### config.mk
export PLATFORM = sky130hd
export DESIGN_NAME = fetch_stage_flat
export DESIGN_NICKNAME = d
export VERILOG_FILES = /design/src/rtl/fetch_stage_if.sv /design/src/rtl/fetch_stage.sv /design/src/flat_wrapper.sv
export SDC_FILE = /design/constraint.sdc
export NUM_CORES = 1
export LEC_CHECK = 0
export ABC_AREA = 0
export CORE_UTILIZATION = 54
export CTS_BUF_LIST = sky130_fd_sc_hd__clkbuf_2
export DETAILED_ROUTE_END_ITERATION = 8
export HOLD_SLACK_MARGIN = 0.15
export PLACE_DENSITY = 0.83
export SLEW_MARGIN = 10
export SYNTH_ARGS = -nofsm -noshare
export SYNTH_HDL_FRONTEND = slang
export SYNTH_SLANG_ARGS = --single-unit
export TNS_END_PERCENT = 10
### constraint.sdc
create_clock -name clk_i -period 6.63 [get_ports clk_i]
set_input_delay 0.9945 -clock clk_i [delete_from_list [all_inputs] [get_ports clk_i]]
set_output_delay 0.9945 -clock clk_i [all_outputs]
set_load 0.02 [all_outputs]
### src/rtl/fetch_stage_if.sv
// Instruction-memory request/acknowledge channel between the fetch stage
// (master) and the instruction memory (slave).
interface fetch_stage_if;
  localparam int unsigned XLEN = 32;

  logic            req;
  logic [XLEN-1:0] addr;
  logic            ack;
  logic [XLEN-1:0] data;

  modport master (output req, addr, input ack, data);
  modport slave  (input req, addr, output ack, data);
endinterface

### src/rtl/fetch_stage.sv
// Instruction-fetch stage: PC, imem req/ack handshake, one-entry skid buffer
// and the IF/ID register (ir1/pc1), steered by hazard stalls and EX redirects.
module fetch_stage #(
  parameter logic [31:0] RESET_PC = 32'h0000_0000
) (
  input  logic                 clk_i,
  input  logic                 rst_i,
  input  logic                 isstall1_i,
  input  logic                 isstall2_i,
  input  logic                 redirect_i,
  input  logic [31:0]          redirect_pc_i,
  fetch_stage_if.master        imem,
  output logic [31:0]          ir1_o,
  output logic [31:0]          pc1_o
);
  localparam int unsigned XLEN   = 32;
  localparam logic [XLEN-1:0] NOP_IR = 32'hF000_0000;
  localparam logic [XLEN-1:0] PC_INC = XLEN'(4);

  typedef enum logic [1:0] {S_IDLE, S_REQ, S_BUF, S_KILL} state_e;

  state_e          state_q, state_d;
  logic [XLEN-1:0] pc_q, pc_d;
  logic [XLEN-1:0] buf_ir_q, buf_ir_d;
  logic [XLEN-1:0] buf_pc_q, buf_pc_d;
  logic [XLEN-1:0] kill_addr_q, kill_addr_d;
  logic [XLEN-1:0] ir1_q, ir1_d;
  logic [XLEN-1:0] pc1_q, pc1_d;
  logic            advance;
  logic            loaded;

  assign advance = ~isstall1_i & ~isstall2_i;

  always_ff @(posedge clk_i or posedge rst_i) begin
    if (rst_i) begin
      state_q     <= S_IDLE;
      pc_q        <= RESET_PC;
      buf_ir_q    <= NOP_IR;
      buf_pc_q    <= '0;
      kill_addr_q <= '0;
      ir1_q       <= NOP_IR;
      pc1_q       <= '0;
    end else begin
      state_q     <= state_d;
      pc_q        <= pc_d;
      buf_ir_q    <= buf_ir_d;
      buf_pc_q    <= buf_pc_d;
      kill_addr_q <= kill_addr_d;
      ir1_q       <= ir1_d;
      pc1_q       <= pc1_d;
    end
  end

  // Next-state: redirect overrides stalls and any ack arriving the same cycle.
  always_comb begin
    state_d     = state_q;
    pc_d        = pc_q;
    buf_ir_d    = buf_ir_q;
    buf_pc_d    = buf_pc_q;
    kill_addr_d = kill_addr_q;
    ir1_d       = ir1_q;
    pc1_d       = pc1_q;
    loaded      = 1'b0;

    if (redirect_i) begin
      pc_d   = redirect_pc_i & ~XLEN'(3);
      ir1_d  = NOP_IR;
      pc1_d  = '0;
      loaded = 1'b1;
      case (state_q)
        S_IDLE: state_d = S_REQ;
        S_REQ: begin
          if (!imem.ack) begin
            kill_addr_d = pc_q;
            state_d     = S_KILL;
          end
        end
        S_BUF:   state_d = S_REQ;
        S_KILL:  state_d = S_KILL;
        default: state_d = S_IDLE;
      endcase
    end else begin
      case (state_q)
        S_IDLE: state_d = S_REQ;
        S_REQ: begin
          if (imem.ack) begin
            pc_d = pc_q + PC_INC;
            if (advance) begin
              ir1_d  = imem.data;
              pc1_d  = pc_q;
              loaded = 1'b1;
            end else begin
              buf_ir_d = imem.data;
              buf_pc_d = pc_q;
              state_d  = S_BUF;
            end
          end
        end
        S_BUF: begin
          if (advance) begin
            ir1_d   = buf_ir_q;
            pc1_d   = buf_pc_q;
            loaded  = 1'b1;
            state_d = S_REQ;
          end
        end
        S_KILL: begin
          if (imem.ack) state_d = S_REQ;
        end
        default: state_d = S_IDLE;
      endcase
    end

    // Bubble into IF/ID when nothing was loaded and decode is not holding.
    if (!loaded && !isstall2_i) begin
      ir1_d = NOP_IR;
      pc1_d = '0;
    end
  end

  assign imem.req  = (state_q == S_REQ) || (state_q == S_KILL);
  assign imem.addr = (state_q == S_KILL) ? kill_addr_q : pc_q;
  assign ir1_o     = ir1_q;
  assign pc1_o     = pc1_q;
endmodule

### src/flat_wrapper.sv
// flat-port wrapper written by rule: the top's interface ports become plain ports
module fetch_stage_flat 
#(
  parameter logic [31:0] RESET_PC = 32'h0000_0000
)
  (clk_i, rst_i, isstall1_i, isstall2_i, redirect_i, redirect_pc_i, ir1_o, pc1_o, imem_req, imem_addr, imem_ack, imem_data);
  fetch_stage_if imem_i ();
  input  logic clk_i;
  input  logic rst_i;
  input  logic isstall1_i;
  input  logic isstall2_i;
  input  logic redirect_i;
  input  logic [31:0] redirect_pc_i;
  output logic [31:0] ir1_o;
  output logic [31:0] pc1_o;
  output wire logic [$bits(imem_i.req)-1:0] imem_req;
  output wire logic [$bits(imem_i.addr)-1:0] imem_addr;
  input wire logic [$bits(imem_i.ack)-1:0] imem_ack;
  input wire logic [$bits(imem_i.data)-1:0] imem_data;
  assign imem_req = imem_i.req;
  assign imem_addr = imem_i.addr;
  assign imem_i.ack = imem_ack;
  assign imem_i.data = imem_data;
  fetch_stage #(.RESET_PC(RESET_PC)) u_core (.clk_i(clk_i), .rst_i(rst_i), .isstall1_i(isstall1_i), .isstall2_i(isstall2_i), .redirect_i(redirect_i), .redirect_pc_i(redirect_pc_i), .imem(imem_i), .ir1_o(ir1_o), .pc1_o(pc1_o));
endmodule
After elaboration in Yosys (flattened, before gate mapping). Index checks and enable logic that the tools add are counted. Widths: inputs -> output; s select.

Input bits: 70. Memories kept: 0. Logic and storage cells: 67. Bits in latches: 0. Output and inout port bits: 97. ROM bits: 0. Bits in writable memories: 0. Register bits after elaboration: 194.

Muxes and demuxes: 28. Equality and inequality tests: 11. Shifts and indexed selects: 0. Add/subtract/negate cells: 1. Bitwise operators: 6. Magnitude comparators: 0. Div/mod/pow operators: 0. Multiply operators: 0. Reduce and logical (&&, ||, !) cells: 14.

Operators by type and width (number): $mux 32 (14); $pmux 32 s2 (2); $add 32x3->32 const B (1); $mux 2 (6); $ne 3x3->1 const B (4); $ne 4x2->1 const B (2); $pmux 2 s4 (1); $reduce_and 4->1 (2); $pmux 2 s3 (1); $not 1->1 (5); $reduce_and 5->1 (1); $eq 2x2->1 const B (2); $ne 4x3->1 const B (1); $reduce_bool 2->1 (2); $reduce_bool 4->1 (1); $mux 1 (3); $ne 3x2->1 const B (1); $reduce_and 3->1 (1); $eq 2x1->1 const B (1); $logic_not 1->1 (2); $logic_not 2->1 (1); $pmux 1 s2 (1); $reduce_and 2->1 (1); $reduce_or 2->1 (1); other kinds (3) (3).

Depth between registers and ports, before layout. Gate-level depths: netlist of the first run.

Depth in word-level cells: 10. Depth in mapped cells: 9. Depth with buffers taken out: 6.

Least setup slack after synthesis of the first run. OpenSTA, ideal clock, no wires.

Path type: register to output. Start: register u_core.state_q[0]. End: output imem_addr[18]. Required time: 5635 ps. Path slack: 4018 ps. Arrival: 1618 ps. Buffers on the path: 2. Stages on the path, launching flop included: 5. Cells stage by stage: dfrtp_1 > ha_1 > clkbuf_1 > buf_1 > mux2_2.

Cells in the longest elaborated chain, start to end: 2.

Ends and longest elaborated chain: start, declared (RTL line fetch_stage.sv:22) `state_e state_q, state_d;`; start signal, assigned (RTL line fetch_stage.sv:44) `state_q <= state_d;`; $eq 2x2->1 (RTL line fetch_stage.sv:122) `assign imem.addr = (state_q == S_KILL) ? kill_addr_q : pc_q;`; $mux 32 (RTL line fetch_stage.sv:122); end, declared (RTL line flat_wrapper.sv:17) `output wire logic [$bits(imem_i.addr)-1:0] imem_addr;`.

No other way between the ends.

Final worst setup path of the first run.
Start: register u_core.state_q[1]. End: output imem_addr[25].

Same word-level chain as after synthesis.

==> results.cfg, run 1 <==
[run_status]
outcome = complete, no violations

[floorplan]
die-area_um2 = 16530
num_rows = 45
die_h_um = 128.6
ios = 167
start_util_pct = 56.06
coreArea_um2 = 15430
die_w_um = 128.6

[yosys]
synthTopCellsByCount = 179 x dfrtp_1, 114 x mux2_2, 60 x mux2i_1, 58 x o2bb2ai_1, 43 x nand2_1
synth_edf_count = 0
synth_area_um2 = 8648
yosysTopAreaCell = dfrtp_1
synth-warning-count = 0
seq_area_frac_synth_pct = 54.22
syn_avg_cell_area_um2 = 12.27
synth_ff_type = dfrtp_1
synth_async_sr_flop_share_pct = 100.0
ys_top_cells_by_area = dfrtp_1 52%, mux2_2 15%, mux2i_1 6.9%, o2bb2ai_1 5.9%, dfstp_2 2.4%
ys_ff_latch = 187
postSynthCellCount = 705
yosysUniqueCellTypes = 52
yosysMostFrequentCell = dfrtp_1
synth_top_area_share_pct = 51.79

[clocking]
cts_tree = yes
cts.sinks = 187
clkTransAtPathRegs_ps = 240
cts_max_path_buffers = 2
htree_num_levels = 4
cts_buffers = 17
cts_hold_buf = 0
clk_latency_ps = 740
cts_root_buffer = clkbuf_2
postCtsSetupRepairBufs = 0
cts-resized-gates = 0

[grt]
antenna_found_initial = 2
track_usage_pct = 25.36
grt_overflow = 0
grt_pass1_wl_mm = 32.28
grt_max_degree = 125
grt_pass1_vias = 6339

[placed_design]
hpwl_mm = 12.87
place.gp.congestion = 0.8496
port_buffers = 162
place_area_um2 = 10350

[setup_path]
crit_arrival_ps = 3030
reg2reg_depth = 6
crit_fanout = 39
crit_path_start_kind = register
required_ps = 5640
crit_type = reg2out
r2r_slack_ps = 3690
rr_startpoint = u_core.state_q[1]$_DFFE_PP0P_
r2r-end = u_core.pc_q[21]$_DFFE_PP0P_
cp-end-kind = output pin

[sta]
fin_worst_skew_ps = 20.44
fmax_mhz = 248.6
rsz0062_at_grt = false
drv_slew = 0
tns_ps = 0
fin_crit_sh_pct = 60.67
setup_viol = 0
min_period_ps = 4023
finalHoldViolations = 0
relSlewSlack_pct = 22.38
tightestPinTransition_ps = 1164

[min_path]
min_to = u_core.ir1_o[31]$_DFFE_PP1P_
hold_start = u_core.ir1_o[31]$_DFFE_PP1P_
min_path_type = reg2reg
hold_path_depth = 2

[drt]
via_per_inst = 5.855
route.detailed.drc = 0
num_vias = 6195
drt_first_pass_iters = 5
wire_per_inst_um = 18.81
first_iter_violations = 416
drt_wl_total_mm = 19.90
ant_nets = 0

[cells_and_area]
nets = 907
stdcell_area_um2 = 10530
drive_gt1_share_pct = 20.00
final_util_pct = 68.26
n_fill_cell = 1153
layout-area-overhead-vs-synth_pct = 21.76

[power_and_ir_drop]
power_mw = 3.450
vdd_ir_drop_max_uv = 196.6
pwr_density_cell_nw_per_um2 = 327.6
p_leak_nw = 4.246

[flow_run]
drv_cap = 0
-- per-layer routing --
| layer | global-route usage (%) | part of all wire, % |
|---|---|---|
| met1 | 32.33 | 43 |
| met2 | 41.14 | 47 |
| met3 | 7.235 | 7.0 |
| met4 | 9.827 | 2.4 |
| met5 | 0 | 0.060 |
-- final cells by class --
class	count	area [µm²]	area share [%]
inverters	15	61.31	0.5822
repair buffers	170	1682	15.97
diodes	2	5.005	0.04753
flip-flops and latches	187	4690	44.53
clock buffers	18	90.09	0.8555
clock inverters	14	81.33	0.7723
well taps	211	264.0	2.507
multi-input cells	441	3657	34.73
-- power by group --
| group | switching [mW] | total, mW | internal [mW] |
|---|---|---|---|
| sequential | 0.194 | 1.66 | 1.46 |
| combinational | 0.618 | 1.32 | 0.697 |
| clock | 0.383 | 0.476 | 0.0934 |
| total | 1.20 | 3.45 | 2.25 |
-- worst max-delay path: stages, from the launching register on --
cell,delay (ps)
dfrtp_1,460
ha_2,820
mux2_2,420
clkdlybuf4s50_1,580
-- cells by family (layout without fill, tap and decap cells) --
| kind of cell | Yosys count | count (layout) | share of synthesized area, % |
|---|---|---|---|
| flip-flops | 187 | 187 | 54.22 |
| other | 1 | 4 | 0.04336 |
| adder cells (fa/ha/maj) | 5 | 5 | 0.7234 |
| AO/OA/AOI/OAI | 127 | 127 | 10.91 |
| multiplexers | 174 | 174 | 21.79 |
| buffers and inverters | 78 | 217 | 3.776 |
| XOR/XNOR | 10 | 10 | 1.013 |
| AND/OR/NAND/NOR | 123 | 123 | 7.523 |
-- per-stage QoR --
step / instances / hold WS [ps] / setup WS, ps
CTS: 1056 / 486.5 / 2532
global placement: 1024 / 449.7 / 2280
global route: 1058 / 498.7 / 2340
floorplan: 706 / 449.7 / 563.3
detailed placement: 1024 / 456.7 / 2130
finish: 1058 / 482.1 / 2607
-- worst max-delay path by stage --
stage                                  startpoint                        endpoint  cells after the start
global route        u_core.state_q[1]$_DFFE_PP0P_                   imem_addr[26]                      4
CTS                 u_core.state_q[1]$_DFFE_PP0P_                   imem_addr[25]                      3
detailed placement                     redirect_i    u_core.ir1_o[30]$_DFFE_PP1P_                      6
finish              u_core.state_q[1]$_DFFE_PP0P_                   imem_addr[25]                      3
global placement                       redirect_i    u_core.ir1_o[29]$_DFFE_PP1P_                      6
floorplan                                   rst_i  u_core.buf_ir_q[0]$_DFFE_PP0P_                      1
-- registers in the layout, indices dropped and copies added (netlist names) --
signal	flops
u_core.buf_ir_q	32
u_core.ir1_o	32
u_core.state_q	2
u_core.pc1_o	31
u_core.pc_q	30
u_core.kill_addr_q	30
u_core.buf_pc_q	30
-- cells in the final DEF, fill, tap and decap left out, types with 12 or more instances in the layout --
master	count
or4_1	15
clkbuf_2	18
nand3_1	14
mux2_2	114
mux2i_1	60
nor2_1	19
o21ai_0	29
clkdlybuf4s50_1	162
nand2_1	43
inv_1	13
o2bb2ai_1	58
dfrtp_1	179
a31oi_1	12
Note: power is estimated with default switching activity, not from simulation.
==> run 2: changes to the inputs <==
--- a/config.mk
+++ b/config.mk
@@ -6,11 +6,11 @@
 export NUM_CORES = 1
 export LEC_CHECK = 0
 export ABC_AREA = 0
-export CORE_UTILIZATION = 54
+export CORE_UTILIZATION = 49
 export CTS_BUF_LIST = sky130_fd_sc_hd__clkbuf_2
 export DETAILED_ROUTE_END_ITERATION = 8
 export HOLD_SLACK_MARGIN = 0.15
-export PLACE_DENSITY = 0.83
+export PLACE_DENSITY = 0.79
 export SLEW_MARGIN = 10
 export SYNTH_ARGS = -nofsm -noshare
 export SYNTH_HDL_FRONTEND = slang
==> constraint.sdc (replaced) <==
create_clock -name clk_i -period 3.5 [get_ports clk_i]
set_input_delay 0.525 -clock clk_i [delete_from_list [all_inputs] [get_ports clk_i]]
set_output_delay 0.525 -clock clk_i [all_outputs]
set_load 0.02 [all_outputs]
==> run 2 against run 1 <==
Critical path depth grew 1. Die area up 10%. Design area rose by 1.3%. First-iteration DRC count decreased by 9.9%. Critical path type unchanged.
==> results.cfg, run 2 (same netlist as run 1, synthesis figures left out) <==
[run_status]
outcome = complete, no violations

[setup_path]
r2r_slack_ps = 530
crit_arrival_ps = 2760
crit_type = reg2out
cp-end-kind = output pin
crit_path_start_kind = register
crit_fanout = 18
required_ps = 2970

[clocking]
cts_tree = yes
htree_num_levels = 4
cts_max_path_buffers = 2
clkTransAtPathRegs_ps = 260
cts_root_buffer = clkbuf_2
cts.sinks = 187
clk_latency_ps = 770
cts_buffers = 17
cts_hold_buf = 0

[placed_design]
port_buffers = 162
hpwl_mm = 13.79
place_inst = 1043
place.gp.congestion = 0.8605

[sta]
setup_viol = 0
rsz0062_at_grt = false
finalHoldViolations = 0
min_period_ps = 3284
fin_crit_sh_pct = 93.83
relSlewSlack_pct = 39.70
fmax_mhz = 304.5
drv_slew = 0
tns_ps = 0
tightestPinTransition_ps = 902.6
fin_worst_skew_ps = 37.04

[floorplan]
die_w_um = 134.9
coreArea_um2 = 17240
start_util_pct = 50.17
ios = 167
die-area_um2 = 18180
num_rows = 48
die_h_um = 134.9

[power_and_ir_drop]
pwr_density_cell_nw_per_um2 = 625.6
p_leak_nw = 4.297
power_mw = 6.674
vdd_ir_drop_max_uv = 343.4

[cells_and_area]
final_common_cell = dfrtp_1
nets = 913
drive_gt1_share_pct = 20.80
layout-area-overhead-vs-synth_pct = 23.37
final_cell_mix = 179 x dfrtp_1, 162 x clkdlybuf4s50_1, 114 x mux2_2
final_cell_count_no_fill = 1078

[drt]
wire_per_inst_um = 19.10
num_vias = 6148
ant_nets = 0
via_per_inst = 5.703
route.detailed.drc = 0
first_iter_violations = 375
drt_first_pass_iters = 5
drt_wl_total_mm = 20.60

[grt]
met2_usage_pct = 40.09
grt_overflow = 0
use_met3_pct = 6.757
antenna_found_initial = 2
track_usage_pct = 23.96
grt_max_degree = 60
grt.busiest_layer = met2
grt_pass1_vias = 6408
grt_pass1_wl_mm = 33.41
use_met1_pct = 29.88

[flow_run]
drv_cap = 0

[min_path]
min_path_type = in2async
==> run 2: cell types whose count changed in the layout (fill, tap and decap cells not counted), sizes merged <==
cell	delta
buf	+6
clkinv	-3
clkbuf	+2
clkinvlp	+2
inv	-2
bufinv	+1
==> run 2: layout make-up <==
type                            count  area [µm²]
Antenna cell                        2       5.005
Clock buffer                       20       100.1
Clock inverter                     12       101.3
Fill cell                        1301        6568
Inverter                           15       60.06
Multi-Input combinational cell    441        3667
Sequential cell                   187        4690
Tap cell                          225       281.5
Timing Repair Buffer              176        1764
==> run 2: timing repair <==
item                                    CTS  global route
hold endpoints to repair                  0             0
gates resized for setup                   1             0
endpoints found under the setup margin   14            12
setup buffers                             0             1
==> run 2: worst paths after layout <==
check | from | to | depth (start not counted)
setup / recovery | u_core.state_q[1]$_DFFE_PP0P_ | imem_addr[12] | 4
hold / removal | rst_i | u_core.pc1_o[27]$_DFFE_PP0P_ | 2
setup reg to reg | u_core.state_q[0]$_DFFE_PP0P_ | u_core.ir1_o[18]$_DFFE_PP0P_ | 7
hold reg to reg | u_core.ir1_o[30]$_DFFE_PP1P_ | u_core.ir1_o[30]$_DFFE_PP1P_ | 2
max in group asynchronous | rst_i | u_core.ir1_o[30]$_DFFE_PP1P_ | 3
min in group clk_i | redirect_pc_i[7] | u_core.pc_q[7]$_DFFE_PP0P_ | 3
==> run 2: critical path, cell delays in order (launching register included) <==
cell and delay (ps):
dfrtp_1 510, ha_4 290, buf_4 290, mux2_2 380
clkdlybuf4s50_1 540
==> run 2: routing by layer <==
layer	vias to the layer above	routed length, µm
met3	29	1454
li1	2841	-
met4	2	319
met2	202	10070
met5	-	13
met1	3074	8737
==> run 2: power breakdown <==
| part | internal (mW) | switching, mW |
|---|---|---|
| Combinational | 1.35 | 1.19 |
| Sequential | 2.77 | 0.377 |
| Clock | 0.259 | 0.728 |
==> run 2: stage by stage <==
| step | worst slack (ps) | util [%] | hold WS (ps) | area, µm² |
|---|---|---|---|---|
| final | 216.0 | 61.90 | 251.7 | 10670 |
| after global routing | 63.87 | 61.90 | 211.4 | 10670 |
| after floorplan | 575.0 | - | 449.7 | 8656 |
| after CTS | 12.50 | 61.82 | 188.7 | 10660 |
| after global placement | 526.0 | 60.60 | 451.1 | 10450 |
| after detailed placement | 461.7 | 60.60 | 458.2 | 10450 |
